$ cat config.mk
export PLATFORM = sky130hd
export DESIGN_NAME = mem_port_arbiter
export DESIGN_NICKNAME = d
export VERILOG_FILES = /design/src/rtl/isa_pkg.sv /design/src/rtl/rr_arbiter2.sv /design/src/rtl/mem_port_arbiter.sv
export SDC_FILE = /design/constraint.sdc
export NUM_CORES = 1
export LEC_CHECK = 0
export ABC_AREA = 1
export BUFFER_PORTS_ARGS = -buffer_cell sky130_fd_sc_hd__buf_2
export CAP_MARGIN = 20
export CELL_PAD_IN_SITES_DETAIL_PLACEMENT = 0
export CELL_PAD_IN_SITES_GLOBAL_PLACEMENT = 1
export CORE_MARGIN = 4
export CORE_UTILIZATION = 36
export CTS_BUF_LIST = sky130_fd_sc_hd__clkbuf_8
export CTS_CLUSTER_SIZE = 24
export DETAILED_ROUTE_END_ITERATION = 10
export HOLD_SLACK_MARGIN = 0.06
export PLACE_DENSITY = 0.94
export SYNTH_ARGS = -nofsm -noshare
export SYNTH_HDL_FRONTEND = slang
export SYNTH_SLANG_ARGS = --single-unit
$ cat constraint.sdc
create_clock -name clk -period 2.8 [get_ports clk]
set_clock_uncertainty 0.15 [all_clocks]
set_input_delay 0.28 -clock clk [delete_from_list [all_inputs] [get_ports clk]]
set_output_delay 0.28 -clock clk [all_outputs]
set_load 0.05 [all_outputs]
$ cat src/rtl/isa_pkg.sv
// Shared definitions for the data-memory port arbiter: FSM state encoding,
// requester count and the legal data-memory read latency range.
package isa_pkg;

  localparam int N_REQ       = 2;
  localparam int MEM_LAT_MIN = 1;
  localparam int MEM_LAT_MAX = 3;

  typedef enum logic [1:0] {
    ST_IDLE  = 2'd0,
    ST_ISSUE = 2'd1,
    ST_WAIT  = 2'd2,
    ST_RESP  = 2'd3
  } state_e;

  function automatic logic [N_REQ-1:0] idx_to_onehot(input logic idx);
    return idx ? 2'b10 : 2'b01;
  endfunction

endpackage

$ cat src/rtl/rr_arbiter2.sv
// Two-way round-robin pick: a lone requester always wins, and on a tie the
// requester that was not granted last wins.
module rr_arbiter2
  import isa_pkg::*;
(
  input  logic [N_REQ-1:0] req,
  input  logic             last,
  output logic [N_REQ-1:0] pick
);

  always_comb begin
    pick = '0;
    case (req)
      2'b01:   pick = 2'b01;
      2'b10:   pick = 2'b10;
      2'b11:   pick = last ? 2'b01 : 2'b10;
      default: pick = '0;
    endcase
  end

endmodule

$ cat src/rtl/mem_port_arbiter.sv
// Shares one data-memory port between the CPU load/store port (0) and the
// debug/DMA loader (1), one transaction at a time.
module mem_port_arbiter
  import isa_pkg::*;
#(
  parameter int MEM_LAT = 1,
  parameter int AW      = 16
) (
  input  logic             clk,
  input  logic             rst_n,
  input  logic [N_REQ-1:0] req,
  input  logic [N_REQ-1:0] we,
  input  logic [AW-1:0]    addr0,
  input  logic [AW-1:0]    addr1,
  input  logic [AW-1:0]    wdata0,
  input  logic [AW-1:0]    wdata1,
  output logic [N_REQ-1:0] gnt,
  output logic [N_REQ-1:0] done,
  output logic [AW-1:0]    rdata,
  output logic             busy,
  output logic             mem_en,
  output logic             mem_we,
  output logic [AW-1:0]    mem_addr,
  output logic [AW-1:0]    mem_wdata,
  input  logic [AW-1:0]    mem_rdata,
  output state_e           state_dbg
);

  // Handshake: req is a level held by a requester until it sees gnt; gnt is a
  // one-cycle accept pulse in the issue cycle and done a one-cycle completion
  // pulse. Once granted, the transaction completes even if req drops, and
  // requests seen while not IDLE are only considered once IDLE is reached.

  state_e           state;
  logic [N_REQ-1:0] pick;
  logic             last;
  logic             win_q;
  logic             we_q;
  logic [AW-1:0]    addr_q;
  logic [AW-1:0]    wdata_q;
  logic [1:0]       cnt;
  logic             sel;

  rr_arbiter2 u_rr (
    .req  (req),
    .last (last),
    .pick (pick)
  );

  assign sel       = pick[1];
  assign mem_addr  = addr_q;
  assign mem_wdata = wdata_q;
  assign state_dbg = state;

  always_ff @(posedge clk or negedge rst_n) begin
    if (!rst_n) begin
      state   <= ST_IDLE;
      gnt     <= '0;
      done    <= '0;
      busy    <= 1'b0;
      mem_en  <= 1'b0;
      mem_we  <= 1'b0;
      rdata   <= '0;
      win_q   <= 1'b0;
      we_q    <= 1'b0;
      addr_q  <= '0;
      wdata_q <= '0;
      cnt     <= '0;
      last    <= 1'b1;
    end else begin
      gnt    <= '0;
      done   <= '0;
      mem_en <= 1'b0;
      mem_we <= 1'b0;
      case (state)
        ST_IDLE: begin
          if (req != '0) begin
            win_q   <= sel;
            we_q    <= sel ? we[1] : we[0];
            addr_q  <= sel ? addr1 : addr0;
            wdata_q <= sel ? wdata1 : wdata0;
            mem_en  <= 1'b1;
            mem_we  <= sel ? we[1] : we[0];
            gnt     <= pick;
            busy    <= 1'b1;
            state   <= ST_ISSUE;
          end
        end
        ST_ISSUE: begin
          if (we_q) begin
            done  <= idx_to_onehot(win_q);
            state <= ST_RESP;
          end else begin
            cnt   <= 2'(MEM_LAT - 1);
            state <= ST_WAIT;
          end
        end
        ST_WAIT: begin
          // mem_rdata is valid in the last of the MEM_LAT wait cycles.
          if (cnt == '0) begin
            rdata <= mem_rdata;
            done  <= idx_to_onehot(win_q);
            state <= ST_RESP;
          end else begin
            cnt <= cnt - 1'b1;
          end
        end
        ST_RESP: begin
          last  <= win_q;
          busy  <= 1'b0;
          state <= ST_IDLE;
        end
        default: state <= ST_IDLE;
      endcase
    end
  end

endmodule

==> impl_metrics.json, run 1 <==
{
  "status": "finished clean",
  "arrival_ns": 2.09,
  "h-tree-depth": 3,
  "timing.fmax_mhz": 492,
  "holdPathEnd": "mem_addr[11]$_DFFE_PN0P_",
  "start_util": 0.368,
  "synth-seq-cells": 62,
  "r2r-end": "mem_addr[1]$_DFFE_PN0P_",
  "cts_max_path_buffers": 2,
  "fin_cells": 647,
  "io_pins": 143,
  "max-cap-violations": 0,
  "timing.setup.tns_ns": 0,
  "hold_viol": 0,
  "yosys-top-cells-area": "dfrtp_1, nand2_1, inv_1",
  "period_needed_ns": 2.03,
  "grt.total_usage": 0.164,
  "slew_headroom": 0.390,
  "wirelength_um": 7810,
  "cts_tree": "yes",
  "cts.sinks": 62,
  "finish.net_count": 629,
  "antenna_found_initial": 0,
  "drive_gt1_frac": 0.341,
  "detail_route.iter0.violations": 46,
  "grt_max_degree": 36,
  "drt-vias-per-instance": 4.30,
  "root_buffer": "clkbuf_8",
  "whs_path_depth": 5,
  "power.density_mw_per_mm2": 1280,
  "synth_area_per_cell_um2": 8.00,
  "synth.largest_area_cell": "dfrtp_1",
  "hpwlAfterDp_um": 5610,
  "area_growth_pct": 39.0,
  "hp-class": "input pin to flop",
  "grt_pass1_vias": 2876,
  "worstPathRequired_ns": 2.86,
  "firstDrtPassIters": 6,
  "setup_viol": 0,
  "grt_pass1_wl_um": 13000,
  "core_mm2": 0.00818,
  "worst_setup_path_start_kind": "flop",
  "synth_cell_types": 19,
  "slew_violations": 0,
  "gp_congestion": 0.784,
  "io_buffers": 142,
  "path_class": "flop to flop",
  "yosysWarnings": 0,
  "die_y_um": 99.4,
  "die_area_mm2": 0.00988,
  "hold_start": "addr0[11]",
  "ir_drop_mv": 0.831,
  "cts_buffers": 9,
  "grt_setup_unrepaired": "no",
  "grt_overflow_total": 0,
  "worstSetupEndpointType": "flop",
  "cts_resized": 0,
  "reg2reg_from": "state_dbg[0]$_DFFE_PN0P_",
  "synthCells": 376,
  "cts.reportedPaths.clkPinSlew_ns": 0.07,
  "path_cells": "inv_1 > ha_1 > inv_2 > nor2_4 > inv_2 > nand2_1 > nand2_1",
  "syn_nets": 468,
  "drc": 0,
  "die_x_um": 99.4,
  "synth_area_mm2": 0.00301,
  "filler_cell_count": 793,
  "rows": 33,
  "synth_top_area_share": 0.507,
  "dp_cells": 614,
  "n_antenna_cell": 0,
  "slowest_stage": "dfrtp_1",
  "fin_crit_sh": 0.726,
  "ff2ff_setup_slack_ns": 0.77,
  "cp_max_fo": 33,
  "clk-insertion-delay-late_ns": 0.33,
  "synth-seq-area-share": 0.516,
  "routedWlPerCell_um": 12.1,
  "ant_nets": 0,
  "vias": 2785,
  "worst-r2r-cell-count": 7,
  "leakagePower_nw": 2.54,
  "worstMarginPinSlew_ns": 0.913,
  "cp_slowest_stage_delay_ns": 0.44
}
## worst max-delay path by stage
stage | from | endpoint | slack [ns]
2_1_floorplan | state_dbg[0]$_DFFE_PN0P_ | rdata[10]$_DFFE_PN0P_ | 0.71
3_3_place_gp | state_dbg[0]$_DFFE_PN0P_ | we_q$_DFFE_PN0P_ | 0.87
3_5_place_dp | state_dbg[0]$_DFFE_PN0P_ | mem_addr[1]$_DFFE_PN0P_ | 0.75
4_1_cts | state_dbg[0]$_DFFE_PN0P_ | mem_addr[2]$_DFFE_PN0P_ | 0.72
5_1_grt | state_dbg[0]$_DFFE_PN0P_ | mem_addr[1]$_DFFE_PN0P_ | 0.50
6_report | state_dbg[0]$_DFFE_PN0P_ | mem_addr[1]$_DFFE_PN0P_ | 0.77
## cell usage in the layout (no fill, tap or decap), drive strengths merged
cell type	Yosys	routed
buf	13	146
nand3	35	35
dfrtp	61	61
o22ai	1	1
nand2	145	145
a21o	1	1
bufinv	0	1
clkinv	0	4
inv	79	79
dfstp	1	1
clkinvlp	0	1
ha	6	6
o21ai	6	6
dlygate4sd3	0	17
nor2	9	9
a21oi	3	3
mux2	16	16
clkbuf	0	10
## per-stage QoR
step	total power, W	instance area, µm²	setup slack (ns)	hold slack [ns]	utilization
3_5_place_dp	0.00461	3810	0.754	0.254	0.466
4_1_cts	0.00542	4180	0.718	0.0804	0.511
3_3_place_gp	0.00453	3810	0.865	0.255	0.466
2_1_floorplan	0.00386	3010	0.710	-0.166	-
5_1_grt	0.00571	4180	0.499	0.110	0.511
6_report	0.00536	4180	0.768	0.0903	0.511
## cell families (layout without fill, tap and decap cells)
| group | after synthesis | after routing | synth area share |
|---|---|---|---|
| mux | 16 | 16 | 0.0599 |
| simple gates | 189 | 189 | 0.255 |
| flops | 62 | 62 | 0.516 |
| compound gates | 11 | 11 | 0.0208 |
| fa+ha+maj | 6 | 6 | 0.0250 |
| buf+inv | 92 | 258 | 0.124 |
## critical path, delay by kind of cell, from the launching register on
| kind | cells | cell delay [ns] |
|---|---|---|
| buf+inv | 3 | 0.53 |
| simple gates | 3 | 0.51 |
| flops | 1 | 0.44 |
| fa+ha+maj | 1 | 0.26 |
## metal layers
layer	up-vias	GRT usage	wire length [µm]	share of wire
li1	1436	-	-	-
met1	1235	0.186	3170	0.41
met2	102	0.281	3680	0.47
met3	12	0.0645	855	0.11
met4	0	0.0546	99	0.013
met5	-	0	0	0
## area by class of cell
class	instances	area, µm²	share of cell area
Multi-Input combinational cell	222	1090	0.261
Sequential cell	62	1550	0.371
Clock inverter	6	61.3	0.0147
Clock buffer	10	138	0.0329
Tap cell	105	131	0.0314
Timing Repair Buffer	163	911	0.218
Inverter	79	297	0.0709
## state kept, by name, indices dropped and copies added, names as in the netlist
| register | count |
|---|---|
| win_q | 1 |
| mem_addr | 16 |
| mem_wdata | 16 |
| done | 2 |
| last | 1 |
| state_dbg | 2 |
| rdata | 16 |
| busy | 1 |
| mem_en | 1 |
| cnt | 2 |
| we_q | 1 |
| mem_we | 1 |
| gnt | 2 |
## power breakdown
part	total (W)	internal (W)	leakage, nW	switching [W]
clock network	0.000773	0.000432	0.102	0.000341
registers	0.00158	0.00134	0.755	0.000242
logic	0.00301	0.000755	1.68	0.00226
## what timing repair did
action                                 CTS  global route
hold buffers                            17             0
endpoints found under the hold margin   48             0
setup buffers                            0             0
## synthesized netlist by cell type, drive strengths merged
library cell  instances
a21o                  1
a21oi                 3
buf                  13
dfrtp                61
dfstp                 1
ha                    6
inv                  79
mux2                 16
nand2               145
nand3                35
nor2                  9
o21ai                 6
o22ai                 1
No activity file was read; power rests on OpenSTA's default activity.
==> run 2: changes to the inputs <==
- ABC_AREA: 1 -> 0
- CORE_UTILIZATION: 36 -> 32
- PLACE_DENSITY: 0.94 -> 0.85
- clock period: 2.8 -> 1.85 ns (I/O delays scaled with it)
==> impl_metrics.json, run 2 <==
{
  "drive_gt1_frac": 0.423,
  "synth_area_per_cell_um2": 12.9,
  "hold_viol": 0,
  "synthAdderAreaFrac": 0.0276,
  "gp_congestion": 0.743,
  "setup_viol": 0,
  "routedWlPerCell_um": 15.2,
  "synthMuxAreaShare": 0.0699,
  "timing.fmax_mhz": 582,
  "path_cells": "inv_2 > ha_2 > nand2_1 > a21o_1 > buf_12 > o221a_1",
  "fin_crit_sh": 0.929,
  "slew_headroom": 0.650,
  "power.density_mw_per_mm2": 1820,
  "ir_drop_mv": 1.01,
  "clk-insertion-delay-late_ns": 0.32,
  "start_util": 0.329,
  "synth-compound-area-share": 0.179,
  "max-cap-violations": 0,
  "filler_cell_count": 717,
  "yosysWarnings": 0,
  "die_y_um": 100,
  "drc": 0,
  "synth.largest_area_cell": "dfrtp_1",
  "syn_nets": 303,
  "rows": 33,
  "slew_violations": 0,
  "yosysMostFrequentCell": "dfrtp_1",
  "vias": 2626,
  "leakagePower_nw": 2.18,
  "cp_max_fo": 35,
  "worst_setup_path_start_kind": "flop",
  "cts.reportedPaths.clkPinSlew_ns": 0.07,
  "grt_overflow_total": 0,
  "yosys.area_share.simple": 0.105,
  "layout.cells.most_common": "buf_2",
  "core_mm2": 0.00826,
  "post-cts-setup-buffers": 0,
  "h-tree-depth": 3,
  "firstDrtPassIters": 4,
  "synth-seq-cells": 62,
  "status": "finished clean",
  "synth_cell_types": 31,
  "yosys-top-cells-count": "dfrtp_1, nand2b_1, o221a_1",
  "grt_pass1_vias": 2836,
  "die_area_mm2": 0.0100,
  "hpwlAfterDp_um": 5240,
  "synthCells": 211,
  "die_x_um": 100,
  "io_pins": 143,
  "ys_dominant_reg_cell": "dfrtp_1",
  "yosys-top-cells-area": "dfrtp_1, o221a_1, nand2b_1",
  "cts_buffers": 9,
  "cp_slowest_stage_delay_ns": 0.44,
  "area_growth_pct": 70.0,
  "io_buffers": 142,
  "antenna_found_initial": 0,
  "hp-class": "input pin to flop",
  "synth-seq-area-share": 0.571,
  "ant_nets": 0,
  "worstSetupEndpointType": "flop",
  "seq_area_mm2": 0.00156,
  "worstMarginPinSlew_ns": 0.524,
  "fin_util": 0.560,
  "drt-vias-per-instance": 4.75,
  "grt_pass1_wl_um": 13200,
  "cts.sinks": 62,
  "grt_setup_unrepaired": "no",
  "synth_xor_area_frac": 0,
  "worstPathRequired_ns": 1.90,
  "cts_max_path_buffers": 2,
  "synth_edf_count": 0,
  "path_class": "flop to flop",
  "synth_area_mm2": 0.00272,
  "detail_route.iter0.violations": 116,
  "root_buffer": "clkbuf_8",
  "synth_top_area_share": 0.561,
  "final_cell_mix": "buf_2, dlygate4sd3_1, dfrtp_1, nand2b_1, o221a_1",
  "p_total_w": 0.00840,
  "period_needed_ns": 1.72,
  "timing.setup.tns_ns": 0,
  "multi_input_area_mm2": 0.00105,
  "wirelength_um": 8430,
  "arrival_ns": 1.77,
  "synthArstFlopShare": 1.00,
  "synth_top_family_by_area": "compound AO/OA/AOI/OAI gates",
  "finish.net_count": 534,
  "grt_max_degree": 36,
  "grt.total_usage": 0.168,
  "cts_tree": "yes",
  "slowest_stage": "dfrtp_2"
}
==> run 2: cell types whose count changed after synthesis, moves of 4 or more <==
cell	before	now
nand2_1	144	6
inv_1	77	12
nand3_1	35	2
nand2b_1	0	32
o221a_1	0	31
buf_4	4	0
==> run 2: worst paths after layout <==
| check | from | end | slack, ns | cells past startpoint |
|---|---|---|---|---|
| max in group asynchronous | rst_n | mem_addr[0]$_DFFE_PN0P_ | 0.78 | 3 |
| min | req[0] | busy$_DFFE_PN0P_ | 0.1 | 3 |
| min reg2reg | rdata[3]$_DFFE_PN0P_ | rdata[3]$_DFFE_PN0P_ | 0.35 | 1 |
| max | state_dbg[0]$_DFFE_PN0P_ | mem_addr[0]$_DFFE_PN0P_ | 0.13 | 6 |
| min in group asynchronous | rst_n | mem_en$_DFF_PN0_ | 0.25 | 2 |
| max reg2reg | state_dbg[0]$_DFFE_PN0P_ | mem_addr[0]$_DFFE_PN0P_ | 0.13 | 6 |
==> run 2: cell families after synthesis <==
family,Yosys count
AOI/OAI and AO/OA,51
adders and majority gates,6
buffers and inverters,25
muxes,17
DFF,62
and+or+nand+nor,50
==> run 2: worst max-delay path: cells and delay by family, from the launching register on <==
| family | cells | cell delay (ns) |
|---|---|---|
| fa+ha+maj | 1 | 0.24 |
| simple gates | 1 | 0.06 |
| buf+inv | 2 | 0.26 |
| compound gates | 2 | 0.44 |
| flops | 1 | 0.44 |
==> run 2: final cells by class <==
cell class | instances | area share
Antenna cell | 1 | 0.000541
Multi-Input combinational cell | 124 | 0.227
Inverter | 13 | 0.0106
Clock inverter | 6 | 0.0168
Timing Repair Buffer | 232 | 0.350
Clock buffer | 10 | 0.0298
Tap cell | 105 | 0.0284
Sequential cell | 62 | 0.336
==> run 2: through the flow <==
stage / hold slack, ns / cells / cell area (µm²) / worst slack, ns
detailed placement: 0.0494 / 453 / 3570 / 0.136
global route: 0.131 / 552 / 4620 / 0.0497
CTS: 0.0758 / 552 / 4620 / 0.120
finish: 0.0960 / 553 / 4620 / 0.131
floorplan: -0.261 / 211 / 2730 / 0.0266
global placement: 0.0469 / 453 / 3570 / 0.160
==> run 2: what timing repair did <==
action                    4_1_cts  5_1_grt
hold endpoints to repair       68        0
hold buffers                   83        0
resized for setup               0        0
==> run 2: metal layers <==
layer	up-vias	global-route usage	wire, µm
li1	1238	-	-
met1	1226	0.200	3340
met2	134	0.283	4170
met3	28	0.0424	667
met4	0	0.0788	244
met5	-	0	0
==> run 2: power breakdown <==
group / total [W] / internal [W] / switching [W]
Sequential: 0.00234 / 0.00201 / 0.000332
Clock: 0.00127 / 0.000781 / 0.000486
Combinational: 0.00479 / 0.00154 / 0.00325
==> run 3: changes to the inputs <==
- CORE_MARGIN: 4 -> default
==> impl_metrics.json, run 3 (same netlist as run 2, synthesis figures left out) <==
{
  "io_pins": 143,
  "fin_util": 0.561,
  "die_area_mm2": 0.00887,
  "slew_headroom": 0.646,
  "crit_path_start": "state_dbg[1]$_DFFE_PN0P_",
  "timing.fmax_mhz": 565,
  "firstDrtPassIters": 4,
  "grt_overflow_total": 0,
  "n_antenna_cell": 0,
  "finish.net_count": 534,
  "cts_max_path_buffers": 2,
  "worst-r2r-cell-count": 6,
  "slew_violations": 0,
  "antenna_found_initial": 0,
  "layout.cells.most_common": "buf_2",
  "fin_crit_sh": 0.957,
  "reg2reg_from": "state_dbg[1]$_DFFE_PN0P_",
  "timing.setup.tns_ns": 0,
  "path_class": "flop to flop",
  "cts.reportedPaths.clkPinSlew_ns": 0.07,
  "leakagePower_nw": 2.17,
  "start_util": 0.331,
  "gp_congestion": 0.698,
  "grt_pass1_vias": 2777,
  "drc": 0,
  "r2r-end": "mem_addr[6]$_DFFE_PN0P_",
  "crit_end": "mem_addr[6]$_DFFE_PN0P_",
  "drive_gt1_frac": 0.425,
  "vias": 2612,
  "rows": 33,
  "final_cell_mix": "buf_2, dlygate4sd3_1, dfrtp_1, nand2b_1, o221a_1",
  "power.density_mw_per_mm2": 1810,
  "die_x_um": 94.2,
  "worstPathRequired_ns": 1.90,
  "hold_viol": 0,
  "worstMarginPinSlew_ns": 0.529,
  "max-cap-violations": 0,
  "detail_route.iter0.violations": 71,
  "grt_max_degree": 35,
  "setup_viol": 0,
  "core_mm2": 0.00822,
  "drt-vias-per-instance": 4.73,
  "ff2ff_setup_slack_ns": 0.08,
  "filler_cell_count": 674,
  "cp_max_fo": 20,
  "grt_setup_unrepaired": "no",
  "wirelength_um": 8200,
  "h-tree-depth": 3,
  "clk-insertion-delay-late_ns": 0.32,
  "worst_setup_path_start_kind": "flop",
  "routedWlPerCell_um": 14.8,
  "hp-class": "input pin to flop",
  "period_needed_ns": 1.77,
  "grt_pass1_wl_um": 13000,
  "root_buffer": "clkbuf_8",
  "hpwlAfterDp_um": 4720,
  "ir_drop_mv": 1.08,
  "cts_tree": "yes",
  "worstSetupEndpointType": "flop",
  "grt.total_usage": 0.192,
  "status": "finished clean",
  "area_growth_pct": 69.6,
  "io_buffers": 142,
  "cts.sinks": 62,
  "cts_buffers": 9,
  "ant_nets": 0,
  "die_y_um": 94.2,
  "arrival_ns": 1.82
}
run 3: report_power, final:
part,internal (W),switching (W),leakage (nW)
registers,0.00201,0.000327,0.714
clock network,0.000684,0.000499,0.110
logic,0.00156,0.00325,1.35
run 3: final cells by class:
cell class / instances / area [µm²] / share of cell area
well taps: 105 / 131 / 0.0285
repair buffers: 232 / 1620 / 0.351
multi-input cells: 124 / 1060 / 0.229
clock inverters: 5 / 48.8 / 0.0106
clock buffers: 11 / 151 / 0.0328
inverters: 13 / 48.8 / 0.0106
flip-flops and latches: 62 / 1560 / 0.337
run 3: metal layers:
layer | GRT usage | vias to the layer above | share of wire
li1 | - | 1232 | -
met1 | 0.229 | 1237 | 0.41
met2 | 0.329 | 121 | 0.50
met3 | 0.0437 | 22 | 0.062
met4 | 0.0872 | 0 | 0.028
met5 | 0 | - | 0
run 3: worst min path at each step:
stage	start	to	cells after the start
2_1_floorplan	rst_n	busy$_DFFE_PN0P_	0
3_3_place_gp	rst_n	mem_wdata[12]$_DFFE_PN0P_	1
3_5_place_dp	rst_n	mem_wdata[13]$_DFFE_PN0P_	1
4_1_cts	req[0]	busy$_DFFE_PN0P_	3
5_1_grt	req[0]	busy$_DFFE_PN0P_	3
6_report	req[0]	busy$_DFFE_PN0P_	3
run 3: metrics by stage:
stage / hold slack [ns] / instance area [µm²] / setup slack (ns) / power, W / instances
after global routing: 0.200 / 4610 / 0.00292 / 0.00880 / 552
after CTS: 0.0817 / 4610 / 0.106 / 0.00834 / 552
after floorplan: -0.261 / 2730 / 0.0266 / 0.00590 / 211
after global placement: -0.000852 / 3570 / 0.144 / 0.00690 / 453
after detailed placement: -0.00507 / 3570 / 0.120 / 0.00699 / 453
final: 0.132 / 4610 / 0.0798 / 0.00833 / 552
run 3: repair_timing:
action | in CTS | in global routing
endpoints found under the setup margin | 0 | 4
hold endpoints to repair | 111 | 0
setup buffers | 0 | 0
resized for setup | 0 | 1
hold buffers | 83 | 0
run 3: worst max-delay path: stages, from the launching register on:
cell and delay (ns):
dfrtp_2 0.44, inv_2 0.09, ha_2 0.25, nand2_1 0.07, a21o_1 0.16, buf_4 0.21, o221a_1 0.27
